### src/rtl/latch_sampler.sv
// Back-end for the Mr_Latch cell: synchronise and debounce the raw latch output,
// count settled edges, and serialise a read-and-clear snapshot of the counts.
module latch_sampler #(
    parameter int DEBOUNCE = 4,
    parameter int CNT_W    = 8
) (
    input  logic clk,
    input  logic rst,
    input  logic latch_q,
    input  logic en,
    input  logic snap,
    input  logic shift_en,
    output logic q_filt,
    output logic rise_pulse,
    output logic fall_pulse,
    output logic shift_out,
    output logic busy,
    output logic done
);
    localparam int F  = 2 * CNT_W + 1;
    localparam int IW = $clog2(F);
    localparam logic [7:0]    DB_LAST  = 8'(DEBOUNCE - 1);
    localparam logic [IW-1:0] IDX_LAST = IW'(F - 1);

    typedef enum logic [1:0] {IDLE, SHIFT, DONE} state_t;

    state_t           state, state_nx;
    logic             sync1, sync2;
    logic [7:0]       db_cnt;
    logic [CNT_W-1:0] rise_cnt, fall_cnt;
    logic             ovf;
    logic [F-1:0]     frame;
    logic [IW-1:0]    idx;
    logic             load, shift;
    logic             rise_inc, fall_inc;

    // Plain two-flop synchroniser followed by the debounce filter.
    always_ff @(posedge clk or posedge rst) begin
        if (rst) begin
            sync1      <= 1'b0;
            sync2      <= 1'b0;
            q_filt     <= 1'b0;
            db_cnt     <= '0;
            rise_pulse <= 1'b0;
            fall_pulse <= 1'b0;
        end else begin
            sync1      <= latch_q;
            sync2      <= sync1;
            rise_pulse <= 1'b0;
            fall_pulse <= 1'b0;
            if (sync2 != q_filt && db_cnt == DB_LAST) begin
                q_filt     <= sync2;
                db_cnt     <= '0;
                rise_pulse <= sync2;
                fall_pulse <= ~sync2;
            end else if (sync2 != q_filt) begin
                db_cnt <= db_cnt + 8'd1;
            end else begin
                db_cnt <= '0;
            end
        end
    end

    assign rise_inc = rise_pulse & en;
    assign fall_inc = fall_pulse & en;

    // On the load edge the old counts go into the frame; a coincident pulse
    // starts the new window at 1.
    always_ff @(posedge clk or posedge rst) begin
        if (rst) begin
            rise_cnt <= '0;
            fall_cnt <= '0;
            ovf      <= 1'b0;
        end else if (load) begin
            rise_cnt <= CNT_W'(rise_inc);
            fall_cnt <= CNT_W'(fall_inc);
            ovf      <= 1'b0;
        end else begin
            if (rise_inc) begin
                if (&rise_cnt) ovf <= 1'b1;
                else           rise_cnt <= rise_cnt + CNT_W'(1);
            end
            if (fall_inc) begin
                if (&fall_cnt) ovf <= 1'b1;
                else           fall_cnt <= fall_cnt + CNT_W'(1);
            end
        end
    end

    always_comb begin
        state_nx = state;
        load     = 1'b0;
        shift    = 1'b0;
        case (state)
            IDLE: if (snap) begin
                state_nx = SHIFT;
                load     = 1'b1;
            end
            SHIFT: if (shift_en) begin
                shift = 1'b1;
                if (idx == IDX_LAST) state_nx = DONE;
            end
            DONE:    state_nx = IDLE;
            default: state_nx = IDLE;
        endcase
    end

    // Zero fill means the frame MSB is already 0 in DONE and IDLE.
    always_ff @(posedge clk or posedge rst) begin
        if (rst) begin
            state <= IDLE;
            frame <= '0;
            idx   <= '0;
            busy  <= 1'b0;
            done  <= 1'b0;
        end else begin
            state <= state_nx;
            busy  <= (state_nx == SHIFT);
            done  <= (state_nx == DONE);
            if (load) begin
                frame <= {ovf, rise_cnt, fall_cnt};
                idx   <= '0;
            end else if (shift) begin
                frame <= {frame[F-2:0], 1'b0};
                idx   <= idx + IW'(1);
            end
        end
    end

    assign shift_out = frame[F-1];
endmodule

### config.mk
export PLATFORM = sky130hd
export DESIGN_NAME = latch_sampler
export DESIGN_NICKNAME = d
export VERILOG_FILES = /design/src/rtl/latch_sampler.sv
export SDC_FILE = /design/constraint.sdc
export NUM_CORES = 1
export LEC_CHECK = 0
export ABC_AREA = 1
export CORE_UTILIZATION = 30
export DETAILED_ROUTE_END_ITERATION = 8
export GPL_TIMING_DRIVEN = 1
export PLACE_DENSITY = 0.52
export SLEW_MARGIN = 40
export SYNTH_ARGS = -nofsm -noshare
export SYNTH_HDL_FRONTEND = slang
export SYNTH_SLANG_ARGS = --single-unit
### constraint.sdc
create_clock -name clk -period 2.35 [get_ports clk]
set_input_delay 0.47 -clock clk [delete_from_list [all_inputs] [get_ports clk]]
set_output_delay 0.47 -clock clk [all_outputs]
set_load 0.05 [all_outputs]
Word level (Yosys, flattened, before mapping)
Cells that the tools add are included.
{"block": "totals", "register_bits": 56, "inputBits": 6, "output_inout_bits": 6}
{"block": "op_classes", "n_addsub": 4, "n_eq_ne": 8, "n_mux": 27, "bitwise_logic": 3, "n_reduce_logical": 9}
{"op": "$mux 8", "count": 8}
{"op": "$mux 17", "count": 2}
{"op": "$add 8x1->8 const B", "count": 3}
{"op": "$reduce_and 8->1", "count": 2}
{"op": "$mux 1", "count": 11}
{"op": "$mux 5", "count": 2}
{"op": "$eq 8x2->1 const B", "count": 1}
{"op": "$mux 2", "count": 3}
{"op": "$reduce_bool 2->1", "count": 3}
{"op": "$add 5x1->5 const B", "count": 1}
{"op": "$eq 5x5->1 const B", "count": 1}
{"op": "$eq 2x1->1 const B", "count": 2}
{"op": "$ne 2x2->1 const B", "count": 2}
{"op": "$pmux 2 s2", "count": 1}
{"op": "$reduce_and 2->1", "count": 2}
{"op": "$and 1x1->1", "count": 2}
{"op": "$eq 2x2->1 const B", "count": 1}
{"op": "$logic_not 2->1", "count": 1}
{"op": "$logic_and 1x1->1", "count": 1}
{"op": "$ne 1x1->1", "count": 1}
{"op": "$not 1->1", "count": 1}

Logic depth before layout (Yosys ltp)
{"block": "depth", "ltp_word": 6, "ltp_mapped": 8}

Worst setup path after synthesis
Ideal clock, no wire load.
{"block": "synth_timing", "kind": "reg-to-reg", "start": "register q_filt", "end": "register db_cnt[0]", "setup_ps": 72, "t_arrival_ps": 1275, "required_time_ps": 2278, "slack_ps": 1003, "stages_incl_launch_ff": 6, "n_path_buf": 0, "synth_period_minus_slack_ps": 1347, "cell_sequence": "dfrtp_1 or2_1 and2_1 nand3_1 nand2_1 nor2_1"}
{"block": "synth_via", "elab_chain_cells": 3, "elab_cells_between_ends": 4, "classes_between": "1 x eq/ne; 2 x mux; 1 x reduce/logical"}
{"element": "from (decl)", "line_no": "13", "rtl": "output logic q_filt,"}
{"element": "from (signal assigned)", "line_no": "52", "rtl": "q_filt <= sync2;"}
{"element": "$ne 1x1->1 (*)", "line_no": "51, 56"}
{"element": "$mux 8 / $logic_and 1x1->1 (equally long branches)", "line_no": "56, 51"}
{"element": "$mux 8 (*)", "line_no": "51", "rtl": "if (sync2 != q_filt && db_cnt == DB_LAST) begin"}
{"element": "to (signal assigned)", "line_no": "57", "rtl": "db_cnt <= db_cnt + 8'd1;"}
{"element": "to (decl)", "line_no": "29", "rtl": "logic [7:0] db_cnt;"}
Every way passes the cells marked *; elsewhere a longest branch is shown, timed or not.
A chain may end at the register's enable or synchronous reset.

Worst setup path in the final report
{"block": "layout_timing", "start": "register q_filt", "end": "output q_filt"}
No word-level cell between the ends.

==> results_dict.tcl <==
set metrics [dict create \
    slowest_delay_ns 0.82 \
    grtUsageTotal 0.122 \
    synth_edf_count 0 \
    grt_overflow_total 0 \
    cp.buffers_inverters 1 \
    yosys_warnings 0 \
    rsz0062_at_grt "false" \
    vdd_drop_max_mv 0.413 \
    drc 0 \
    crit_chain "clkdlybuf4s50_1" \
    dp_cells 465 \
    ys_ff_latch 56 \
    cts_resized 0 \
    place_hpwl_um 3710 \
    end_kind "output port" \
    tightestPinTransition_ns 0.506 \
    worstSkewPairLatency_ns 0.31 \
    postCtsHoldBufs 0 \
    synth_common_cells "87 x nand2_1, 56 x dfrtp_1, 41 x nor2_1" \
    htreeDepth 2 \
    post-cts-setup-buffers 0 \
    relSlewSlack 0.662 \
    hp-class "reg -> reg" \
    finish.utilization 0.341 \
    clk_pin_slew_ns 0.09 \
    gp_congestion 0.759 \
    leakage_uw 0.00140 \
    wl_per_cell_um 11.5 \
    path_class "reg -> out" \
    cp_top_family "buffers and inverters" \
    period_minus_slack_ns 1.97 \
    clockBufferDepth 2 \
    grt_first_pass_wirelength_um 9830 \
    row_count 35 \
    final_max_slew_viol_count 0 \
    root_buffer "clkbuf_8" \
    die_area_um2 9800 \
    cellPowerDensity_nw_per_um2 942 \
    async_flop_share 1.00 \
    slowest_stage "clkdlybuf4s50_1" \
    vias 2221 \
    final_nets 372 \
    setup_tns_ns 0 \
    yosysMostFrequentCell "nand2_1" \
    die_h_um 99.0 \
    status "finished clean" \
    grt_pass1_vias 2134 \
    antenna_cells 0 \
    drtPass1Iterations 4 \
    cts_sinks 56 \
    antenna_found_initial 0 \
    netlist_area_um2 2820 \
    startpoint_type "flip-flop" \
    finalHoldViolations 0 \
    path_max_fanout 4 \
    portBuffers 11 \
    ys.flop_type "dfrtp_1" \
    maxCapViolCount 0 \
    worstPathRequired_ns 1.88 \
    drive_above_1_share 0.0856 \
    fmax_mhz 507 \
    wl_um 5450 \
    rrSetupSlack_ns 0.79 \
    drtIter0Drc 113 \
    ant_nets 0 \
    yosys.area.top_type_share 0.497 \
    synth_area_leaders "dfrtp_1 50%, nand2_1 12%, nand3_1 5.5%" \
    cts_buffers 5 \
    io_pins 12 \
    core_um2 9200 \
    syn-instance-count 351 \
    start_util 0.307 \
    worstPathArrival_ns 1.50 \
    cts_tree "built" \
    totalPowerFinal_uw 2950 \
    finClkSkew_ns 0.0107 \
    fillers 968 \
    grt_max_degree 57 \
    yosys.cell_types.count 33 \
    min_period_over_period 0.840 \
    syn2layout_area_growth_pct 11.0 \
    synthesis.nets 362 \
    viasPerCell 4.70 \
    yosysTopAreaCell "dfrtp_1" \
    setup_violations 0 \
    syn_area_per_cell_um2 8.04 \
    stdcell_count 473 \
    die_w_um 99.0 \
    yosysSeqAreaShare 0.497 \
]
[cell usage in the layout, fill, tap and decap left out, drive strengths merged, types with 3 or more instances in the layout]
cell            n
nand2          93
dfrtp          56
nor2           46
inv            33
o21ai          33
nand3          32
a21oi          14
clkdlybuf4s50  11
nand4           6
clkbuf          6
nor3            5
ha              5
or2             4
o21bai          3
buf             3
[registers in the layout, summed over array words and instances (netlist names), 2 cells and up]
name      cells
state         2
idx           5
db_cnt        8
rise_cnt      8
fall_cnt      8
frame        17
[worst paths after layout]
kind / startpoint / endpoint / depth (start not counted)
worst max-delay path: q_filt / q_filt / 1
worst min-delay path: sync1 / sync2 / 0
worst max register to register: state[1] / frame[15] / 5
worst min register to register: sync1 / sync2 / 0
max in group asynchronous: rst / fall_cnt[1] / 3
min in group asynchronous: rst / db_cnt[7] / 3
[kinds of logic after synthesis]
kind of cell,count (synthesis),share of synthesized area
AOI/OAI and AO/OA,55,0.107
and+or+nand+nor,188,0.294
adders and majority gates,5,0.0222
xor gates and xnor gates,4,0.0124
buffers and inverters,43,0.0674
DFF,56,0.497
[power by group]
group	internal [uW]	total, uW	leakage (uW)	switching (uW)
clock network	242	563	0.0000516	320
logic	336	967	0.000632	631
registers	1230	1420	0.000713	189
[routing by layer]
metal / routed length (um) / GRT usage / vias to the layer above / part of all wire
li1: - / - / 1154 / -
met1: 2940 / 0.178 / 1045 / 0.54
met2: 2340 / 0.188 / 20 / 0.43
met3: 137 / 0.0248 / 2 / 0.025
met4: 27 / 0.0241 / 0 / 0.0050
met5: 0 / 0 / - / 0
[layout make-up]
class | count | area [um2] | area share
inverter | 32 | 120 | 0.0384
sequential | 56 | 1400 | 0.447
clock buffer | 6 | 82.6 | 0.0264
timing repair buffer | 14 | 145 | 0.0463
tap | 111 | 139 | 0.0443
clock inverter | 2 | 13.8 | 0.00439
multi-input combinational | 252 | 1230 | 0.393
[stage by stage]
step / worst slack (ns) / instance area (um2) / hold WS (ns)
finish: 0.376 / 3130 / 0.357
floorplan: 0.509 / 2820 / 0.331
global placement: 0.393 / 3040 / 0.333
global route: 0.316 / 3130 / 0.364
CTS: 0.362 / 3130 / 0.360
detailed placement: 0.385 / 3040 / 0.337
No activity file was read; power rests on OpenSTA's default activity.
